<file path="src/rtl/fetch_pkg.sv">
// Shared state encoding, widths and default fetch parameters for the fetch controller.
package fetch_pkg;

  localparam int INST_W = 64;

  localparam logic [INST_W-1:0] DEFAULT_PC_STEP  = 64'd8;
  localparam logic [INST_W-1:0] DEFAULT_RESET_PC = 64'h1000;

  typedef enum logic [2:0] {
    IDLE,
    REQ,
    WAIT,
    HOLD,
    HALT,
    ERR
  } fetch_state_t;

  // Instruction words are 8 bytes, so any target with low bits set cannot be fetched.
  function automatic logic pc_misaligned(input logic [INST_W-1:0] addr);
    return addr[2:0] != 3'b000;
  endfunction

endpackage

</file>
<file path="src/rtl/fetch_ctrl.sv">
// Single-outstanding instruction fetch controller feeding decode through a one-entry buffer.
// 3 cycles/instruction with a 1-cycle memory; holds the buffered word while id_ready is low.
module fetch_ctrl #(
  parameter logic [fetch_pkg::INST_W-1:0] RESET_PC = fetch_pkg::DEFAULT_RESET_PC,
  parameter logic [fetch_pkg::INST_W-1:0] PC_STEP  = fetch_pkg::DEFAULT_PC_STEP
) (
  input  logic                          clk,
  input  logic                          rst,
  output logic                          imem_req,
  output logic [fetch_pkg::INST_W-1:0]  imem_addr,
  input  logic                          imem_rvalid,
  input  logic [fetch_pkg::INST_W-1:0]  imem_rdata,
  input  logic                          imem_err,
  input  logic                          redirect_valid,
  input  logic [fetch_pkg::INST_W-1:0]  redirect_pc,
  input  logic                          halt_req,
  output logic                          id_valid,
  input  logic                          id_ready,
  output logic [fetch_pkg::INST_W-1:0]  id_inst,
  output logic [fetch_pkg::INST_W-1:0]  id_pc,
  output logic                          halted,
  output logic                          err,
  output logic [fetch_pkg::INST_W-1:0]  fetch_count
);
  import fetch_pkg::*;

  fetch_state_t      state, state_nxt;
  logic [INST_W-1:0] pc;
  logic              kill, kill_nxt;

  logic resp, resp_live, redir_state, redir_bad;
  logic go_err, go_halt, do_redirect, load_resp, accept;

  assign resp        = (state == WAIT) && imem_rvalid;
  assign resp_live   = resp && !kill;
  assign redir_state = (state == REQ) || (state == WAIT) || (state == HOLD);
  assign redir_bad   = redir_state && redirect_valid && pc_misaligned(redirect_pc);

  assign imem_req  = (state == REQ);
  assign imem_addr = (state == REQ) ? pc : '0;

  always_ff @(posedge clk or negedge rst) begin
    if (!rst) begin
      state <= IDLE;
    end else begin
      state <= state_nxt;
    end
  end

  always_comb begin
    state_nxt   = state;
    kill_nxt    = kill;
    go_err      = 1'b0;
    go_halt     = 1'b0;
    do_redirect = 1'b0;
    load_resp   = 1'b0;
    accept      = 1'b0;

    if (state == ERR || state == HALT) begin
      state_nxt = state;
    end else if ((resp_live && imem_err) || redir_bad) begin
      go_err    = 1'b1;
      kill_nxt  = 1'b0;
      state_nxt = ERR;
    end else if (halt_req) begin
      go_halt   = 1'b1;
      kill_nxt  = 1'b0;
      state_nxt = HALT;
    end else if (redir_state && redirect_valid) begin
      do_redirect = 1'b1;
      // A request issued this cycle or still unanswered will return later; absorb it in WAIT.
      if (state == REQ || (state == WAIT && !imem_rvalid)) begin
        kill_nxt  = 1'b1;
        state_nxt = WAIT;
      end else begin
        kill_nxt  = 1'b0;
        state_nxt = REQ;
      end
    end else begin
      case (state)
        IDLE: state_nxt = REQ;
        REQ:  state_nxt = WAIT;
        WAIT: begin
          if (resp) begin
            if (kill) begin
              kill_nxt  = 1'b0;
              state_nxt = REQ;
            end else begin
              load_resp = 1'b1;
              state_nxt = HOLD;
            end
          end
        end
        HOLD: begin
          if (id_ready) begin
            accept    = 1'b1;
            state_nxt = REQ;
          end
        end
        default: state_nxt = state;
      endcase
    end
  end

  always_ff @(posedge clk or negedge rst) begin
    if (!rst) begin
      pc          <= RESET_PC;
      kill        <= 1'b0;
      id_valid    <= 1'b0;
      id_inst     <= '0;
      id_pc       <= '0;
      halted      <= 1'b0;
      err         <= 1'b0;
      fetch_count <= '0;
    end else begin
      kill <= kill_nxt;

      if (do_redirect) begin
        pc <= redirect_pc;
      end else if (accept) begin
        pc <= pc + PC_STEP;
      end

      if (load_resp) begin
        id_valid <= 1'b1;
        id_inst  <= imem_rdata;
        id_pc    <= pc;
      end else if (accept || do_redirect || go_halt || go_err) begin
        id_valid <= 1'b0;
      end

      if (go_halt) halted <= 1'b1;
      if (go_err)  err    <= 1'b1;
      if (accept)  fetch_count <= fetch_count + 64'd1;
    end
  end

endmodule
</file>
<file path="config.mk">
export PLATFORM = sky130hd
export DESIGN_NAME = fetch_ctrl
export DESIGN_NICKNAME = d
export VERILOG_FILES = /design/src/rtl/fetch_pkg.sv /design/src/rtl/fetch_ctrl.sv
export SDC_FILE = /design/constraint.sdc
export NUM_CORES = 1
export LEC_CHECK = 0
export CORE_MARGIN = 5
export CORE_UTILIZATION = 47
export DETAILED_ROUTE_END_ITERATION = 10
export GPL_TIMING_DRIVEN = 1
export PLACE_DENSITY = 0.81
export SLEW_MARGIN = 20
export SYNTH_ARGS = -nofsm -noshare
export SYNTH_HDL_FRONTEND = slang
export SYNTH_SLANG_ARGS = --single-unit
</file>
<file path="constraint.sdc">
create_clock -name clk -period 3.2 [get_ports clk]
set_input_delay 0.64 -clock clk [delete_from_list [all_inputs] [get_ports clk]]
set_output_delay 0.64 -clock clk [all_outputs]
set_load 0.01 [all_outputs]
</file>
==> metrics, run 1 <==
Syn Area/Cell 10.86 um2; Area Overhead vs Synth 43.44%; grt total ovfl 0; Pre-antenna DRT Iters 6; clk buf depth 3; Post-synth EDFFs 0; WHS 0.1089 ns; Sequential cell area 0.006583 mm2; Setup CP Type flip-flop to output port; Slew headroom 0.4769; chip width 174.4 um; top_reg_cell synth dfrtp_1; final setup fails 0; Slew Viols, Final 0; post-synth top area cell dfrtp_1; layout cells sized above 1 0.1547; routed len/inst 21.31 um; Synth area leaders dfrtp_1, mux2_2, and2_1; RSZ-0062 raised after global routing true; Synth top area share 0.5159; Tcrit/Tclk final 0.9598; # IOs 395; antenna violations before repair 4; Min-Delay Path Class input pin to async pin; initial detailed-routing violation count 1,091; CTS buffer count 29; htree depth 1; Final Hold Fails 0; antenna-violating nets left 0; total track usage 0.2640; Power Density 393.0 mW/mm2; Die Area 0.03043 mm2; Synth Cell Area 0.01271 mm2; final worst path period need 3.071 ns; Die Ht 174.4 um; fin area 0.01823 mm2; synth warn 0; vias in the first global route 11,484; Fillers 1,976; via count 11,189; CP endpoint kind output port; Row Count 60; MaxCap Viol Count 0; Seq/Total Area, Yosys 0.5180; Worst-path clk slew 0.06 ns; clock sinks 263; Multi-input gate area 0.005787 mm2; CP Data Arrival Time 2.43 ns; Synth async-reset ratio 1.000; number of remaining DRC errors 0; DP Wirelength 30,100 um; Root Driver clkbuf_16; leak pwr 7.899 nW; Core Area 0.02680 mm2; Worst VDD drop 0.0003571 V; first-pass GRT wire length 65,260 um; CTS tree yes; synthesized net count 1,307; Area after DPL 0.01725 mm2; Fmax 0.3256 GHz; crit path launch type flip-flop; PortBufs 394; Post-CTS Hold Fix Bufs 0; Final nets 1,711; Post-synth top cells dfrtp_1, mux2_2, nand2_1; result of the run finished, final reports clean; largest net degree at the start of global routing 97; CP required 2.56 ns; clk_lat worst skew 0.54 ns; worst-path fanout max 23; post-synth cell types 62; most frequent cell after synthesis dfrtp_1; Slew @ Worst Pin 0.7846 ns; Starting Density 0.4742; WL final 41,380 um; clock skew 0.01222 ns; Seq cells post-synth 263; Post-CTS Setup Bufs 0; Final Wtd Congestion 0.9285; Synth Instances 1,170; vias per cell 5.762
## layout make-up
cell class | count | share of cell area
repair buffers | 441 | 0.2410
well taps | 341 | 0.02341
inverters | 18 | 0.003707
clock buffers | 44 | 0.04674
clock inverters | 10 | 0.006040
diodes | 4 | 0.0005491
flip-flops and latches | 263 | 0.3611
multi-input cells | 821 | 0.3175
## through the flow
stage                     power [mW]  worst slack [ns]  cells    util  TNS [ns]
after global placement         3.862          0.005675   1884  0.6437         0
after floorplan                3.537            0.4656   1170       -         0
after detailed placement       3.873          -0.02268   1884  0.6437  -0.07617
after CTS                      7.247           0.03738   1938  0.6796         0
final                          7.165            0.1287   1942  0.6802         0
after global routing           7.426          -0.02019   1942  0.6802  -0.05413
## final timing paths
check	to	slack, ns	cells after the start	from
max	imem_addr[4]	0.13	5	state[1]
min	id_pc[56]	0.11	1	rst
max reg2reg	pc[54]	0.56	5	state[1]
min reg2reg	fetch_count[63]	0.47	1	fetch_count[63]
max in group asynchronous	pc[3]	2.23	2	rst
min in group clk	fetch_count[63]	0.47	1	fetch_count[63]
## cells by family (layout without fill, tap and decap cells)
group | Yosys count | in the layout | share of synthesized area
compound gates | 127 | 127 | 0.06577
xor+xnor | 80 | 80 | 0.05513
fa+ha+maj | 2 | 2 | 0.001969
buf+inv | 86 | 513 | 0.02875
flops | 263 | 263 | 0.5180
mux | 132 | 132 | 0.1168
other cells | 0 | 4 | 0
simple gates | 480 | 480 | 0.2136
## registers in the layout, indices dropped and copies added, names as in the netlist
name	flops
err	1
fetch_count	64
halted	1
id_inst	64
id_pc	64
id_valid	1
kill	1
pc	64
state	3
## metal layers
| layer | up-vias | global-route usage | share of wire |
|---|---|---|---|
| met5 | - | 0 | 0 |
| met4 | 0 | 0.08347 | 0.034 |
| met1 | 5484 | 0.3387 | 0.39 |
| met2 | 558 | 0.4341 | 0.48 |
| li1 | 5056 | - | - |
| met3 | 91 | 0.07590 | 0.098 |
## placed cells by master (no fill, tap or decap), types with 8 or more instances in the layout
master,count
a31oi_1,20
or4_1,12
clkbuf_1,8
clkdlybuf4s50_1,393
nand2_1,83
buf_4,39
and3_1,16
dfrtp_1,262
inv_1,18
clkbuf_16,29
and2_1,70
nand4_1,46
nand3_1,62
mux2_2,130
nor3_1,43
xor2_1,38
o21ai_0,37
and4_1,17
nor2_1,52
or3_1,18
xnor2_1,42
a21oi_1,16
nor4_1,30
## where the power goes
part	internal, mW	leakage (nW)	switching [mW]
logic	0.230	3.87	0.177
clock network	1.99	0.474	1.35
registers	3.36	3.56	0.0457
## repair_timing
item                       4_1_cts  5_1_grt
setup endpoints to repair        0       35
hold endpoints to repair         0        0
gates resized for setup          0        1
## worst max-delay path, cell delays in order, from the launching register on
cell and delay (ns):
dfrtp_1 0.47, nand2b_1 0.25, nor2_4 0.12, buf_4 0.25
and2_1 0.18, clkdlybuf4s50_1 0.61
(Power assumes the default switching activity.)
==> run 2, diff against run 1 <==
CELL_PAD_IN_SITES_DETAIL_PLACEMENT = 2   (was default)
CELL_PAD_IN_SITES_GLOBAL_PLACEMENT = 2   (was default)
CORE_UTILIZATION = 29   (was 47)
MAX_ROUTING_LAYER = met4   (was default)
PLACE_DENSITY = 0.8   (was 0.81)
==> run 2 against run 1 <==
Against the previous run: design area rose by 3.0%; hold slack lost 0.071 ns; sequential power barely moved; via count is 1.3% higher; total power increased by 7.9%; sequential share of layout area fell by 1.1 points; largest cell class unchanged.
==> metrics, run 2 (synthesis results as in run 1) <==
result of the run finished, final reports clean; Row Count 76 (+27%); Slew headroom 0.4546 (-0.02235); PortBufs 394 (unchanged); Worst Reg-to-Reg Cells 5 (unchanged); Starting Density 0.2944 (-0.1798); largest net degree at the start of global routing 73 (-25%); Fmax 0.3251 GHz (-0.16%); layout cells sized above 1 0.1646 (+0.009931); Slew @ Worst Pin 0.8119 ns (+0.02728 ns); Power Density 411.6 mW/mm2 (+4.7%); RSZ-0062 raised after global routing false; first-pass GRT wire length 80,420 um (+23%); Die Ht 219.3 um (+26%); CP max-delay cell clkdlybuf4s50_1; Tcrit/Tclk final 0.9613 (+0.001515); setup TNS 0 ns (unchanged); Root Driver clkbuf_16; clock skew 0.01455 ns (+0.002327 ns); grt total ovfl 0 (unchanged); Core Area 0.04317 mm2 (+61%); via count 11,331 (+1.3%); CP Data Arrival Time 2.44 ns (about the same); final setup fails 0 (unchanged); MaxCap Viol Count 0 (unchanged); Worst-path clk slew 0.05 ns (about the same); commonest non-fill, non-tap cell in the layout clkdlybuf4s50_1; clk buf depth 3 (unchanged); Final Hold Fails 0 (unchanged); CTS tree yes; final core occ 0.4351 (-0.2451); Pre-antenna DRT Iters 4 (-2); Post-CTS Hold Fix Bufs 0 (unchanged); chip width 219.3 um (+26%); worst-path fanout max 47 (+100%); CP peak stage delay 0.59 ns (-0.02 ns); Final nets 1,723 (+0.70%); Placed Instances 2,134 (+13%); Post-CTS Setup Bufs 0 (unchanged); vias per cell 5.148 (-11%); antenna violations before repair 6 (+2); leak pwr 8.035 nW (+1.7%); Worst VDD drop 0.0003103 V (-13%); Min-Delay Path Class input pin to async pin; Slew Viols, Final 0 (unchanged); Die Area 0.04811 mm2 (+58%); most frequent cells in the layout clkdlybuf4s50_1, dfrtp_1, mux2_2; CP required 2.56 ns (about the same); crit path launch type flip-flop; clock sinks 263 (unchanged); final worst path period need 3.076 ns (+0.004849 ns); Area after DPL 0.01763 mm2 (+2.2%); fin area 0.01878 mm2 (+3.0%); Area Overhead vs Synth 47.80%; routed len/inst 24.00 um (+13%); Setup CP Type flip-flop to output port; clk_lat worst skew 0.54 ns (about the same); antenna-violating nets left 0 (unchanged); cell chain of the critical path nand2b_1 > nor2_4 > buf_12 > and2_1 > clkdlybuf4s50_1; fin cells 2,201 (+13%); Final Wtd Congestion 0.8446 (-9.0%); total power 7.732 mW (+7.9%); CP endpoint kind output port; DP Wirelength 38,710 um (+29%); # IOs 395 (unchanged); number of remaining DRC errors 0 (unchanged); CTS buffer count 35 (+21%); htree depth 2 (+1); vias in the first global route 12,824 (+12%); initial detailed-routing violation count 564 (-48%); WL final 52,820 um (+28%); total track usage 0.2205 (-0.04358)
==> run 2: cell count changes in the layout (fill, tap and decap cells not counted), sizes merged <==
cell	change
buf	+6
clkinv	+4
clkbuf	+2
diode	+2
inv	+1
==> run 2: stage by stage <==
step / setup slack, ns / hold slack [ns]
2_1_floorplan: 0.4656 / 0.3444
3_5_place_dp: -0.04783 / 0.4617
3_3_place_gp: 0.005020 / 0.4510
5_1_grt: 0.007917 / 0.06511
4_1_cts: 0.03144 / 0.06016
6_report: 0.1238 / 0.03757
==> run 2: area by class of cell <==
cell class	count	area [um2]
Tap cell	585	732.0
Clock buffer	46	987.2
Antenna cell	6	15.01
Sequential cell	263	6584
Timing Repair Buffer	447	4472
Clock inverter	15	138.9
Inverter	18	67.56
Multi-Input combinational cell	821	5787
Fill cell	4553	24390
==> run 2: power by group <==
part | total, mW | switching (mW) | internal, mW
Clock | 3.90 | 1.57 | 2.34
Combinational | 0.421 | 0.187 | 0.233
Sequential | 3.41 | 0.0465 | 3.36
Total | 7.73 | 1.80 | 5.93
==> run 2: what timing repair did <==
| item | in CTS | in global routing |
|---|---|---|
| resized for setup | 3 | 1 |
| endpoints found under the setup margin | 46 | 1 |
| endpoints found under the hold margin | 0 | 0 |
| cloned | 0 | 0 |
| pin swaps | 0 | 0 |
==> run 2: metal layers <==
metal | up-vias | global-route usage | wire, um | part of all wire
li1 | 5075 | - | - | -
met1 | 5912 | 0.2739 | 22280 | 0.42
met2 | 274 | 0.3691 | 26780 | 0.51
met3 | 70 | 0.04318 | 2504 | 0.047
met4 | 0 | 0.05987 | 1262 | 0.024
met5 | - | - | 0 | 0
==> run 2: critical path, delay by kind of cell (launching register included) <==
| family | cells | cell delay [ns] |
|---|---|---|
| and+or+nand+nor | 3 | 0.51 |
| DFF | 1 | 0.56 |
| buffers and inverters | 2 | 0.80 |
==> run 2: worst paths after layout <==
path                                 end  slack [ns]  startpoint
setup / recovery           imem_addr[30]        0.12    state[0]
hold / removal                id_inst[1]        0.04         rst
setup reg to reg                  pc[49]        0.58      pc[24]
hold reg to reg                   halted        0.48      halted
max in group asynchronous    id_inst[19]        2.29         rst
min in group clk                  halted        0.48      halted
==> run 3, diff against run 2 <==
ABC_CLOCK_PERIOD_IN_PS = 3200   (was default)
CORE_ASPECT_RATIO = 2   (was default)
PLACE_DENSITY = default   (was 0.8)
PLACE_DENSITY_LB_ADDON = 0.1   (was default)
==> run 3 against run 2 <==
Against the previous run: clock power grew 1%; hold slack gained 0.0053 ns; total power grew 0.61%; first-iteration DRC count shrank 54%; count of clock-buffer cells in the layout shrank 10; register-to-register slack gained 0.03 ns; non-clock buffer count grew 16; die area grew 0.53%; routed wire length grew 1.0%; largest power group unchanged.
==> metrics, run 3 (synthesis results as in run 1) <==
commonest non-fill, non-tap cell in the layout clkdlybuf4s50_1; Post-CTS Hold Fix Bufs 0 (unchanged); CP endpoint kind output port; Die Ht 306.0 um (+40%); Post-CTS Setup Bufs 0 (unchanged); Starting Density 0.2930 (-0.001393); Tcrit/Tclk final 0.9507 (-0.01061); CP required 2.56 ns (about the same); R2R Setup Slk 0.61 ns (+0.03 ns); Fmax 0.3287 GHz (+1.1%); Slew Viols, Final 0 (unchanged); chip width 158.0 um (-28%); Switch Pwr 1.696 mW (-5.8%); CTS buffer count 28 (-20%); Setup CP Type flip-flop to output port; Reg-to-Reg Start pc[14]; clock skew 0.02655 ns (+0.01200 ns); Worst Reg-to-Reg Cells 6 (+1); sw frac 0.2180 (-0.01486); number of remaining DRC errors 0 (unchanged); PortBufs 394 (unchanged); grt total ovfl 0 (unchanged); Fillers 4,521 (-0.70%); WL final 53,350 um (+1.0%); crit path launch type flip-flop; DP Wirelength 40,920 um (+5.7%); final setup fails 0 (unchanged); Row Count 108 (+42%); leak pwr 8.092 nW (+0.71%); CP Data Arrival Time 2.40 ns (-0.04 ns); antenna violations before repair 2 (-4); Gate power share 0.054 (about the same); Power Density 412.9 mW/mm2 (+0.30%); Min-Delay Path Class input pin to async pin; WHS 0.04283 ns (+0.005268 ns); cts repair resizes 0 (-3); Worst VDD drop 0.0004048 V (+30%); clock sinks 263 (unchanged); Worst-path clk slew 0.07 ns (+0.02 ns); Clk pwr share 0.508 (+0.003); Cell Int Power 6.083 mW (+2.6%); MaxCap Viol Count 0 (unchanged); Final Hold Fails 0 (unchanged); Slew @ Worst Pin 0.6050 ns (-0.2069 ns); R2R Path End pc[57]; Final Wtd Congestion 0.8521 (+0.89%); Final nets 1,732 (+0.52%); clk buf depth 3 (unchanged); Root Driver clkbuf_16; largest net degree at the start of global routing 73 (unchanged); vias in the first global route 12,965 (+1.1%); Die Area 0.04836 mm2 (+0.53%); Placed Instances 2,115 (-0.89%); clk_lat worst skew 0.57 ns (+0.03 ns); most frequent cells in the layout clkdlybuf4s50_1, dfrtp_1, mux2_2; Slew headroom 0.5966 (+0.1421); first-pass GRT wire length 80,870 um (+0.56%); # IOs 395 (unchanged); worst-path fanout max 43 (-8.5%); layout cells sized above 1 0.1694 (+0.004853); total track usage 0.2233 (+0.002881); Pre-antenna DRT Iters 4 (unchanged); via count 11,227 (-0.92%); fin cells 2,170 (-1.4%); Area Overhead vs Synth 48.24%; final worst path period need 3.042 ns (-0.03395 ns); Core Area 0.04338 mm2 (+0.48%); antenna-violating nets left 0 (unchanged); sequential power share 0.438 (-0.003); initial detailed-routing violation count 262 (-54%); CTS tree yes; routed len/inst 24.58 um (+2.4%); vias per cell 5.174 (+0.50%); RSZ-0062 raised after global routing false; final core occ 0.4343 (-0.0007600); result of the run finished, final reports clean; htree depth 1 (-1)
-- run 3: cell types whose count changed in the layout (fill, tap and decap cells not counted), sizes merged --
cell	delta
clkbuf	-10
inv	-3
buf	+16
bufinv	+7
diode	-3
clkinv	-3
-- run 3: worst max path at each step --
| stage | startpoint | endpoint | slack (ns) | cells after the start |
|---|---|---|---|---|
| after detailed placement | redirect_valid | pc[58] | -0.15 | 7 |
| after floorplan | halt_req | pc[52] | 0.47 | 8 |
| final | state[1] | imem_addr[2] | 0.16 | 5 |
| after global placement | redirect_valid | pc[58] | -0.08 | 7 |
| after global routing | state[1] | imem_addr[38] | 0.05 | 5 |
| after CTS | state[1] | imem_addr[56] | 0.04 | 5 |
-- run 3: through the flow --
step | setup TNS, ns | setup WS (ns) | instance area [um2] | power, mW
floorplan | 0 | 0.4656 | 12710 | 3.537
global placement | -0.4389 | -0.07986 | 17720 | 3.887
detailed placement | -1.367 | -0.1463 | 17720 | 3.898
CTS | 0 | 0.03931 | 18830 | 7.932
global route | 0 | 0.05134 | 18840 | 8.083
finish | 0 | 0.1578 | 18840 | 7.779
-- run 3: cell type report --
class                   instances  area (um2)  share of cell area
clock inverters                16       311.5             0.01654
repair buffers                463        4592              0.2437
multi-input cells             821        5787              0.3072
inverters                      18       67.56            0.003586
well taps                     550       688.2             0.03653
diodes                          3       7.507           0.0003985
clock buffers                  36       802.0             0.04257
flip-flops and latches        263        6584              0.3495
-- run 3: layer usage --
layer  share of wire  up-vias  global-route usage
met5               0        -                   -
met4           0.034        0             0.06851
met3           0.042       77             0.02978
met2            0.58      287              0.4398
met1            0.34     5788              0.2206
li1                -     5075                   -
-- run 3: worst max-delay path: stages, from the launching register on --
cell and delay [ns]:
dfrtp_2 0.48, nand2b_1 0.23, nor2_4 0.15, buf_12 0.21
and2_1 0.15, clkdlybuf4s50_1 0.59
-- run 3: power by group through the flow --
stage                     Combinational [mW]  Clock [mW]  Sequential, mW
final                                  0.421        3.95            3.41
after global routing                   0.457        4.22            3.41
after CTS                              0.433        4.09            3.41
after detailed placement               0.430           0            3.47
after global placement                 0.422           0            3.47
after floorplan                       0.0820           0            3.45
